==> src/rtl/fft_out_serializer.sv <==
// Ping-pong buffered serializer for a parallel FFT result block.
// It captures N complex samples at once and streams them one per cycle over valid/ready.
module fft_out_serializer #(
  parameter int OUT_WIDTH = 13,
  parameter int N         = 16,
  parameter int BITREV    = 1,
  localparam int LOG2N    = $clog2(N)
) (
  input  logic                   clk,
  input  logic                   rstn,
  input  logic                   in_valid,
  input  logic [0:OUT_WIDTH*N-1] in_re,
  input  logic [0:OUT_WIDTH*N-1] in_im,
  output logic                   m_valid,
  input  logic                   m_ready,
  output logic [OUT_WIDTH-1:0]   m_re,
  output logic [OUT_WIDTH-1:0]   m_im,
  output logic [LOG2N-1:0]       m_idx,
  output logic                   m_last,
  output logic                   drop,
  output logic [7:0]             drop_cnt
);

  logic [OUT_WIDTH-1:0] bank_re [0:1][0:N-1];
  logic [OUT_WIDTH-1:0] bank_im [0:1][0:N-1];

  logic             wr_sel, rd_sel;
  logic [1:0]       cnt;
  logic [LOG2N-1:0] rd_idx, rd_addr;
  logic             xfer, last_xfer, slot_free, capture, drop_now;

  function automatic logic [LOG2N-1:0] bitrev(input logic [LOG2N-1:0] x);
    logic [LOG2N-1:0] r;
    for (int b = 0; b < LOG2N; b++) r[b] = x[LOG2N-1-b];
    return r;
  endfunction

  // A full buffer still accepts a block when the last sample of the draining bank leaves on this edge
  always_comb begin
    xfer      = m_valid & m_ready;
    last_xfer = xfer & m_last;
    slot_free = (cnt < 2'd2) | last_xfer;
    capture   = in_valid & slot_free;
    drop_now  = in_valid & ~slot_free;
  end

  always_ff @(posedge clk) begin
    if (capture) begin
      for (int m = 0; m < N; m++) begin
        bank_re[wr_sel][m] <= in_re[m*OUT_WIDTH +: OUT_WIDTH];
        bank_im[wr_sel][m] <= in_im[m*OUT_WIDTH +: OUT_WIDTH];
      end
    end
  end

  always_ff @(posedge clk or negedge rstn) begin
    if (!rstn) begin
      wr_sel   <= 1'b0;
      rd_sel   <= 1'b0;
      cnt      <= 2'd0;
      rd_idx   <= '0;
      drop     <= 1'b0;
      drop_cnt <= 8'd0;
    end else begin
      drop <= drop_now;
      if (drop_now && drop_cnt != 8'hFF) drop_cnt <= drop_cnt + 8'd1;
      if (capture) wr_sel <= ~wr_sel;
      if (xfer) begin
        if (m_last) begin
          rd_idx <= '0;
          rd_sel <= ~rd_sel;
        end else begin
          rd_idx <= rd_idx + LOG2N'(1);
        end
      end
      case ({capture, last_xfer})
        2'b10:   cnt <= cnt + 2'd1;
        2'b01:   cnt <= cnt - 2'd1;
        default: cnt <= cnt;
      endcase
    end
  end

  // Outputs are forced to zero whenever no sample is valid
  always_comb begin
    rd_addr = (BITREV != 0) ? bitrev(rd_idx) : rd_idx;
    m_valid = (cnt != 2'd0);
    m_re    = '0;
    m_im    = '0;
    m_idx   = '0;
    m_last  = 1'b0;
    if (m_valid) begin
      m_re   = bank_re[rd_sel][rd_addr];
      m_im   = bank_im[rd_sel][rd_addr];
      m_idx  = rd_idx;
      m_last = (rd_idx == LOG2N'(N-1));
    end
  end

endmodule

==> config.mk <==
export PLATFORM = sky130hd
export DESIGN_NAME = fft_out_serializer
export DESIGN_NICKNAME = d
export VERILOG_FILES = /design/src/rtl/fft_out_serializer.sv
export SDC_FILE = /design/constraint.sdc
export NUM_CORES = 1
export LEC_CHECK = 0
export CELL_PAD_IN_SITES_DETAIL_PLACEMENT = 1
export CELL_PAD_IN_SITES_GLOBAL_PLACEMENT = 2
export CORE_ASPECT_RATIO = 1.75
export CORE_UTILIZATION = 41
export DETAILED_ROUTE_END_ITERATION = 16
export MAX_ROUTING_LAYER = met4
export PLACE_DENSITY_LB_ADDON = 0.1
export SLEW_MARGIN = 25
export SYNTH_ARGS = -nofsm -noshare
export SYNTH_HDL_FRONTEND = slang
export SYNTH_SLANG_ARGS = --single-unit
==> constraint.sdc <==
create_clock -name clk -period 22.9 [get_ports clk]
set_input_delay 6.87 -clock clk [delete_from_list [all_inputs] [get_ports clk]]
set_output_delay 6.87 -clock clk [all_outputs]
set_load 0.05 [all_outputs]
# == After elaboration in Yosys (flattened, before gate mapping) ==
# Memories as Yosys holds them, arrays and structs flattened.
# Index checks and enable logic that the tools add are counted.
# classes
eq_ne,4
order_cmp,2
bitwise_logic,9
div_mod_pow,0
mux,14
shifts,0
n_reduce_logical,4
mul,0
add_sub_neg,4
# ops
op,count
$bmux 13 s4,2
$mux 13,6
$add 8x1->8 const B,1
$mux 4,2
$ne 8x8->1 const B,1
$ge 5x5->1 const B,1
$not 4->5,1
$add 4x1->4 const B,1
$and 1x1->1,4
$eq 4x4->1 const B,1
$pmux 2 s2,1
$reduce_bool 2->1,2
$mux 1,3
$not 1->1,3
$add 2x1->2 const B,1
$eq 2x1->1 const B,1
$eq 2x2->1 const B,1
$lt 2x2->1 const B,1
$reduce_and 2->1,1
$sub 2x1->2 const B,1
$logic_and 1x1->1,1
$or 1x1->1,1
# word_totals
regBits,17
latch_bits,0
wordCells,45
mem_bits_rw,832
inputBits,420
output_inout_bits,41
mem_count,2
romBits,0
# memory_table
name,words,word_bits,rd,rd_ports_with_merged_regs,write_ports,line_no,rtl
bank_im,2,208,1,0,1,25,logic [OUT_WIDTH-1:0] bank_im [0:1][0:N-1];
bank_re,2,208,1,0,1,24,logic [OUT_WIDTH-1:0] bank_re [0:1][0:N-1];

# == Logic depth before layout (Yosys ltp) ==
# Gate-level depths: netlist (run 1).
# logic_depth
depth_word,7
mapped_depth,10
depth_no_buf,8

# == Worst setup path after synthesis (run 1) ==
# Ideal clock, no wire load.
# synth_timing
path_kind,input-to-reg
start,input m_ready
end,"memory bank_im[0][0] (netlist name), enable pin"
setup_ns,1.203
stages,4
arrival_ns,24.388
required_time_ns,21.697
slack_ns,-2.691
path_buffers,0
cell_sequence,nand4_1 -> nand2_1 -> nand2_1 -> nor2_1
# synth_between
elab_chain_cells,6
# synth_lines
item,line_no,rtl
start: declaration,15,"input logic m_ready,"
$and 1x1->1,40,xfer = m_valid & m_ready;
$and 1x1->1,41,last_xfer = xfer & m_last;
$or 1x1->1,42,slot_free = (cnt < 2'd2) | last_xfer;
$and 1x1->1,43,capture = in_valid & slot_free;
$mux 1,48,if (capture) begin
$mux 1 (not written as such),51,bank_im[wr_sel][m] <= in_im[m*OUT_WIDTH +: OUT_WIDTH];
end: declaration,25,
# Every way passes these cells.

# == Worst setup path in the final report (run 1) ==
# layout_timing
start,register rd_sel
end,output m_re[12]
# layout_between
elab_chain_cells,5
# layout_lines
item,line_no,rtl
start: declaration,27,"logic wr_sel, rd_sel;"
start signal: assignment,71,rd_sel <= ~rd_sel;
$mem_v2 2x208,-,
$bmux 13 s4,93,m_re = bank_re[rd_sel][rd_addr];
$mux 13 (not written as such) (2 in a row),93,
$mux 13,92,if (m_valid) begin
end: declaration,16,"output logic [OUT_WIDTH-1:0] m_re,"
# Every way passes these cells. The select of a mux whose other input is x is not followed.

==> results of run 1 <==
## state kept, by name, summed over array words and instances (netlist names)
register	count
bank_im	416
bank_re	416
cnt	2
drop	1
drop_cnt	8
rd_idx	4
rd_sel	1
wr_sel	1
## cells by family after synthesis
logic type	Yosys count	share of synthesized area, %
simple gates	128	2.170
flops	849	77.87
buf+inv	96	1.810
mux	345	13.47
xor+xnor	13	0.3489
compound gates	184	4.214
fa+ha+maj	3	0.1150
## final cells by class
type	count	area, µm²
Multi-Input combinational cell	673	6698
Sequential cell	849	25420
Clock buffer	100	2077
Clock inverter	42	544.3
Antenna cell	26	65.06
Fill cell	7168	37570
Timing Repair Buffer	490	4927
Inverter	5	18.77
Tap cell	1035	1295
## power breakdown
| part | switching [W] | leakage (nW) | internal [W] |
|---|---|---|---|
| combinational | 0.00108 | 4.00 | 0.000567 |
| sequential | 0.000104 | 7.86 | 0.00205 |
| clock | 0.000566 | 1.29 | 0.000790 |
| total | 0.00175 | 13.2 | 0.00341 |
## cell usage after synthesis, drive strengths merged (5+ instances only)
library cell,number,share of area (%)
edfxtp,832,77
o211ai,17,0.39
mux2i,266,8.2
mux4,75,5.2
buf,54,1.3
xor2,8,0.21
clkbuf,37,0.43
nand3,65,1.0
dfrtp,17,1.3
xnor2,5,0.13
a22oi,161,3.7
nand2,6,0.069
nor2,9,0.11
nand4,29,0.56
inv,5,0.058
## final timing paths
kind	startpoint	end	cells past startpoint
worst max-delay path	rd_sel	m_re[12]	8
worst min-delay path	drop_cnt[7]	drop_cnt[7]	1
worst max register to register	rd_idx[1]	bank_re[0][3]	8
worst min register to register	drop_cnt[7]	drop_cnt[7]	1
max in group asynchronous	rstn	rd_idx[3]	1
min in group asynchronous	rstn	drop	1
## per-layer routing
| layer | vias to the layer above | GRT usage [%] | part of all wire [%] |
|---|---|---|---|
| li1 | 7711 | - | - |
| met1 | 9171 | 28.52 | 39 |
| met2 | 557 | 40.65 | 52 |
| met3 | 111 | 5.850 | 6.5 |
| met4 | 0 | 7.547 | 2.5 |
| met5 | - | - | 0 |
## metrics by stage
step	area (µm²)	power (W)	hold WS (ns)	util (%)	std cells
after global placement	38270	0.003827	0.4838	48.68	3049
after detailed placement	38290	0.003870	0.5012	48.71	3050
after global routing	41040	0.005366	0.5285	52.20	3219
after floorplan	32630	0.003323	0.4788	-	1618
after CTS	40910	0.005233	0.5102	52.04	3192
final	41040	0.005158	0.5051	52.21	3220
==> flow_metrics.tcl, run 1 <==
set metrics [dict create \
    fp.dieArea_um2 80770 \
    antenna_found_initial 31 \
    skew_ns 0.02121 \
    clock-sinks 849 \
    grt_pass1_vias 19150 \
    drc_errors 0 \
    grt_first_pass_wirelength_mm 134.1 \
    ys_async_sr_fraction_pct 2.002 \
    clockBufferDepth 3 \
    mostFrequentLayoutCell "edfxtp_1" \
    worst_pin_slew_ns 1.034 \
    grt_max_degree 175 \
    status "finished, final reports clean" \
    setup_violations 0 \
    io_pins 461 \
    synth_edf_count 832 \
    place.port_buffers 460 \
    cts_root_buffer "clkbuf_16" \
    relSlewSlack_pct 31.09 \
    start_kind "flop" \
    synth_area_per_cell_um2 20.17 \
    peakVddDrop_mv 0.1289 \
    hold_viol 0 \
    viasPerCell 5.450 \
    antenna_left 0 \
    cp_cell_sequence "buf_12 -> buf_4 -> buf_4 -> mux2i_1 -> a22oi_1 -> nand3_1 -> nand4_1 -> clkdlybuf4s50_1" \
    cts_htree_levels 3 \
    dieWidth_um 215.3 \
    critPathMostFrequentCell "buf_4" \
    synth_nets 2041 \
    die_h_um 375.2 \
    drt-pass1-iter-count 5 \
    max_stage_delay_ns 0.90 \
    slowest_stage "dfrtp_4" \
    final_cell_mix "edfxtp_1, clkdlybuf4s50_1, mux2i_1, a22oi_1, clkbuf_16" \
    drt_iter0_drc 1256 \
    insertion_delay_ns 0.65 \
    ys_seq_area_share_pct 77.87 \
    path_buf_inv 4 \
    p_leak_nw 13.15 \
    wirelength_mm 94.29 \
    grt_usage_pct 24.15 \
    num_vias 17550 \
    ys.flop_type "edfxtp_1" \
    ys_types 38 \
    hold_path_class "flop to flop" \
    dp_slack_ns 10.54 \
    initial_utilization_pct 41.51 \
    numCtsBuffers 78 \
    setup_tns_ns 0 \
    synth_cells 1618 \
    grt_overflow_total 0 \
    syn_area_um2 32630 \
    reg2reg_slack_ns 17.77 \
    maxSlewViolCount 0 \
    path_class "flop to output pin" \
    syn_to_final_growth_pct 25.77 \
    tritoncts "built" \
    cp_max_fo 47 \
    routedWlPerCell_um 29.28 \
    cts_setup_buffers 0 \
    cp.arrival_ns 5.56 \
    end_kind "output pin" \
    synth-seq-cells 849 \
    max_freq_ghz 0.08047 \
    cp_top_family "buffers and inverters" \
    timing.final.crit_period_ns 12.43 \
    cts.repair.resized 0 \
    rsz0062_at_grt "no" \
    holdBufCountCts 0 \
    required_ns 16.03 \
    worst_slack_ns 10.47 \
    row_count 136 \
    drv_cap 0 \
    hpwl_mm 64.13 \
    timing.final.crit_share_pct 54.26 \
    clk_pin_slew_ns 0.06 \
    coreArea_um2 78620 \
    synth_warnings 0 \
    p_per_area_nw_per_um2 125.7 \
    gp_congestion 0.7787 \
    drive_gt1_share_pct 10.84 \
    layout.nets 2520 \
]
No activity file was read; power rests on OpenSTA's default activity.
==> run 2: changes to the inputs <==
--- a/config.mk
+++ b/config.mk
@@ -8,7 +8,7 @@
 export CELL_PAD_IN_SITES_DETAIL_PLACEMENT = 1
 export CELL_PAD_IN_SITES_GLOBAL_PLACEMENT = 2
 export CORE_ASPECT_RATIO = 1.75
-export CORE_UTILIZATION = 41
+export CORE_UTILIZATION = 37
 export DETAILED_ROUTE_END_ITERATION = 16
 export MAX_ROUTING_LAYER = met4
 export PLACE_DENSITY_LB_ADDON = 0.1
==> constraint.sdc (replaced) <==
create_clock -name clk -period 10.9 [get_ports clk]
set_input_delay 3.27 -clock clk [delete_from_list [all_inputs] [get_ports clk]]
set_output_delay 3.27 -clock clk [all_outputs]
set_load 0.05 [all_outputs]
==> flow_metrics.tcl, run 2 (same netlist as run 1, synthesis figures left out) <==
set metrics [dict create \
    hold_path_class "flop to flop" \
    layout.nets 2525 \
    holdBufCountCts 0 \
    reg2reg_from "rd_idx[1]" \
    grt_overflow_total 0 \
    maxSlewViolCount 0 \
    final_cell_mix "edfxtp_1, clkdlybuf4s50_1, mux2i_1, a22oi_1, clkbuf_16" \
    cp-startpoint "rd_sel" \
    hpwl_mm 68.46 \
    mostFrequentLayoutCell "edfxtp_1" \
    die_h_um 394.9 \
    io_pins 461 \
    setup_tns_ns 0 \
    hold_depth 1 \
    timing.final.crit_share_pct 72.22 \
    grt_usage_pct 23.08 \
    required_ns 7.63 \
    place_area_um2 38510 \
    n_fill_cell 8171 \
    numCtsBuffers 82 \
    reg2reg_slack_ns 7.17 \
    initial_utilization_pct 37.45 \
    clk_pin_slew_ns 0.06 \
    clockBufferDepth 3 \
    relSlewSlack_pct 19.79 \
    clock-sinks 849 \
    drc_errors 0 \
    rsz0062_at_grt "no" \
    reg2reg_to "bank_re[0][39]" \
    peakVddDrop_mv 0.2333 \
    grt_max_degree 176 \
    coreArea_um2 87130 \
    drt-pass1-iter-count 5 \
    worst_pin_slew_ns 1.203 \
    fp.dieArea_um2 89430 \
    crit_path_end "m_re[11]" \
    cts_setup_buffers 0 \
    p_total_w 0.01093 \
    r2r_cells 7 \
    cts.repair.resized 0 \
    antenna_found_initial 38 \
    reg_top3 "bank_im: 416 flops, bank_re: 416 flops, drop_cnt: 8 flops" \
    p_per_area_nw_per_um2 264.6 \
    routedWlPerCell_um 29.63 \
    drive_gt1_share_pct 11.21 \
    path_class "flop to output pin" \
    insertion_delay_ns 0.65 \
    row_count 143 \
    viasPerCell 5.205 \
    setup_violations 0 \
    tritoncts "built" \
    design_area_um2 41300 \
    cp.arrival_ns 4.60 \
    wirelength_mm 99.71 \
    grt_pass1_vias 19260 \
    dieWidth_um 226.5 \
    max_freq_ghz 0.1270 \
    antenna_left 0 \
    drv_cap 0 \
    place.port_buffers 460 \
    timing.final.crit_period_ns 7.871 \
    p_leak_nw 13.18 \
    num_vias 17520 \
    skew_ns 0.02182 \
    cp_max_fo 105 \
    syn_to_final_growth_pct 26.56 \
    drt_iter0_drc 1211 \
    end_kind "output pin" \
    status "finished, final reports clean" \
    cts_htree_levels 3 \
    cts_root_buffer "clkbuf_16" \
    start_kind "flop" \
    gp_congestion 0.7737 \
    grt_first_pass_wirelength_mm 138.3 \
    hold_viol 0 \
]
-- run 2: cell count changes in the layout (fill, tap and decap cells not counted), sizes merged --
cell      change
diode        +11
clkinv       +10
bufinv        -4
clkinvlp      +3
buf           +1
inv           -1
-- run 2: power breakdown --
group / switching (W) / total (W) / internal [W] / leakage [nW]
combinational: 0.00233 / 0.00353 / 0.00120 / 4.02
clock: 0.00123 / 0.00286 / 0.00163 / 1.30
sequential: 0.000233 / 0.00454 / 0.00431 / 7.86
-- run 2: final cells by class --
cell class / instances / area [µm²] / share of cell area (%)
sequential: 849 / 25420 / 61.54
tap: 1160 / 1451 / 3.514
antenna: 37 / 92.59 / 0.2242
inverter: 5 / 18.77 / 0.04544
timing repair buffer: 491 / 4976 / 12.05
clock inverter: 50 / 483.0 / 1.169
multi-input combinational: 673 / 6698 / 16.22
clock buffer: 100 / 2162 / 5.235
-- run 2: worst min-delay path by stage --
stage / startpoint / endpoint / slack [ns]
finish: drop_cnt[7] / drop_cnt[7] / 0.52
global route: drop_cnt[7] / drop_cnt[7] / 0.55
CTS: drop_cnt[7] / drop_cnt[7] / 0.53
detailed placement: drop_cnt[7] / drop_cnt[7] / 0.51
global placement: drop_cnt[7] / drop_cnt[7] / 0.50
floorplan: wr_sel / wr_sel / 0.51
-- run 2: per-layer routing --
layer,vias up,part of all wire (%),GRT usage (%)
met5,-,0,-
met4,0,4.1,9.882
met3,136,8.0,7.303
li1,7733,-,-
met2,560,50,37.32
met1,9087,38,26.16
-- run 2: per-stage QoR --
stage | hold WS [ns] | worst slack [ns] | utilization [%] | cells
finish | 0.5203 | 3.029 | 47.40 | 3365
global route | 0.5505 | 2.855 | 47.39 | 3364
CTS | 0.5251 | 2.924 | 47.23 | 3326
detailed placement | 0.5111 | 3.648 | 44.19 | 3176
global placement | 0.5017 | 3.638 | 44.16 | 3175
floorplan | 0.5136 | 0.6744 | - | 1618
-- run 2: critical path, cell delays in order, from the launching register on --
cell	delay (ns)
dfrtp_4	1.00
buf_12	0.70
mux4_2	0.60
mux2_2	0.29
a22oi_1	0.37
nand3_1	0.12
clkdlybuf4s50_1	0.76
==> run 3: changes to the inputs <==
--- a/config.mk
+++ b/config.mk
@@ -8,7 +8,7 @@
 export CELL_PAD_IN_SITES_DETAIL_PLACEMENT = 1
 export CELL_PAD_IN_SITES_GLOBAL_PLACEMENT = 2
 export CORE_ASPECT_RATIO = 1.75
-export CORE_UTILIZATION = 37
+export CORE_UTILIZATION = 41
 export DETAILED_ROUTE_END_ITERATION = 16
 export MAX_ROUTING_LAYER = met4
 export PLACE_DENSITY_LB_ADDON = 0.1
==> constraint.sdc (replaced) <==
create_clock -name clk -period 8.1 [get_ports clk]
set_input_delay 2.43 -clock clk [delete_from_list [all_inputs] [get_ports clk]]
set_output_delay 2.43 -clock clk [all_outputs]
set_load 0.05 [all_outputs]
==> flow_metrics.tcl, run 3 (same netlist as run 1, synthesis figures left out) <==
set metrics [dict create \
    setup_tns_ns 0 \
    clk_pin_slew_ns 0.06 \
    routedWlPerCell_um 29.76 \
    status "finished, final reports clean" \
    drv_cap 0 \
    whs_ns 0.5282 \
    rsz0062_at_grt "no" \
    drive_gt1_share_pct 12.16 \
    worst_pin_slew_ns 1.016 \
    grt_usage_pct 24.74 \
    num_vias 17590 \
    maxSlewViolCount 0 \
    tritoncts "built" \
    syn_to_final_growth_pct 26.69 \
    layout.nets 2538 \
    grt_first_pass_wirelength_mm 136.3 \
    timing.final.crit_period_ns 6.885 \
    drt_iter0_drc 1170 \
    final_core_util_pct 52.58 \
    grt_overflow_total 0 \
    insertion_delay_ns 0.67 \
    cp_top_family "simple AND/OR/NAND/NOR gates" \
    cp_max_fo 46 \
    numCtsBuffers 79 \
    coreArea_um2 78620 \
    dieWidth_um 215.3 \
    holdBufCountCts 0 \
    place.port_buffers 460 \
    cp.arrival_ns 4.46 \
    clockBufferDepth 3 \
    max_stage_delay_ns 0.93 \
    cts_root_buffer "clkbuf_16" \
    ff_latch_area_um2 25420 \
    row_count 136 \
    drc_errors 0 \
    multi_input_area_um2 6700 \
    skew_ns 0.02162 \
    antenna_left 0 \
    die_h_um 375.2 \
    initial_utilization_pct 41.51 \
    grt_max_degree 126 \
    antenna_found_initial 32 \
    peakVddDrop_mv 0.2934 \
    wirelength_mm 96.58 \
    end_kind "output pin" \
    fp.dieArea_um2 80770 \
    final_cell_mix "edfxtp_1, clkdlybuf4s50_1, mux2i_1, a22oi_1, clkbuf_16" \
    hpwl_mm 68.26 \
    hold_path_class "flop to flop" \
    path_buf_inv 2 \
    cts_htree_levels 3 \
    clock-sinks 849 \
    cts.repair.resized 0 \
    max_freq_ghz 0.1452 \
    drt-pass1-iter-count 5 \
    cp_cell_sequence "and2b_4 -> buf_4 -> a22oi_1 -> nand3_1 -> nand4_1 -> clkdlybuf4s50_1" \
    slowest_stage "dfrtp_4" \
    gp_congestion 0.8244 \
    hold_viol 0 \
    reg_top3 "bank_im: 416 flops, bank_re: 416 flops, drop_cnt: 8 flops" \
    io_pins 461 \
    n_fill_cell 7132 \
    cts_setup_buffers 0 \
    start_kind "flop" \
    grt_pass1_vias 19580 \
    mostFrequentLayoutCell "edfxtp_1" \
    timing.final.crit_share_pct 85.00 \
    viasPerCell 5.419 \
    p_total_w 0.01476 \
    setup_violations 0 \
    p_leak_nw 13.28 \
    required_ns 5.67 \
    path_class "flop to output pin" \
    p_per_area_nw_per_um2 357.1 \
    relSlewSlack_pct 31.99 \
]
==> run 3: cell count changes in the layout (fill, tap and decap cells not counted), moves of 4 or more <==
cell       change
buf_12        +10
buf_4          +9
clkbuf_1       -7
clkbuf_16      -4
clkinv_2       -4
diode_2        -6
==> run 3: metal layers <==
layer	vias to the layer above	share of wire (%)	GRT usage, %
met3	91	7.0	6.602
met4	0	3.1	8.885
met1	9117	38	27.60
met5	-	0	-
li1	7765	-	-
met2	613	52	42.45
==> run 3: final cells by class <==
type                            instances  area share, %
Antenna cell                           31         0.1877
Timing Repair Buffer                  507          12.51
Tap cell                             1035          3.133
Sequential cell                       849          61.49
Clock inverter                         56          1.504
Multi-Input combinational cell        673          16.21
Inverter                                5        0.04540
Clock buffer                           89          4.924
==> run 3: per-stage QoR <==
| stage | cells | area (µm²) | setup slack (ns) |
|---|---|---|---|
| floorplan | 1618 | 32640 | -1.207 |
| global placement | 3067 | 38560 | 1.841 |
| detailed placement | 3067 | 38560 | 1.776 |
| CTS | 3212 | 41220 | 1.036 |
| global route | 3244 | 41340 | 1.158 |
| finish | 3245 | 41340 | 1.215 |
==> run 3: power breakdown <==
group	switching, W	leakage (nW)	internal [W]
Clock	0.00165	1.29	0.00218
Sequential	0.000328	7.86	0.00578
Combinational	0.00314	4.12	0.00168
==> run 3: worst reg2reg max path, delay by kind of cell, from the launching register on <==
family	cells	cell delay [ns]
AND/OR/NAND/NOR	3	1.49
flip-flops	1	0.93
buffers and inverters	1	0.72
==> run 3: path summary, 6_finish.rpt <==
| path | from | end | slack (ns) | cells past startpoint |
|---|---|---|---|---|
| worst min-delay path | drop_cnt[7] | drop_cnt[7] | 0.53 | 1 |
| min in group asynchronous | rstn | drop | 1.74 | 1 |
| worst min register to register | drop_cnt[7] | drop_cnt[7] | 0.53 | 1 |
| max in group asynchronous | rstn | rd_sel | 5.98 | 1 |
| worst max-delay path | rd_idx[3] | m_re[8] | 1.21 | 6 |
| worst max register to register | rd_idx[3] | bank_re[1][161] | 4.56 | 4 |
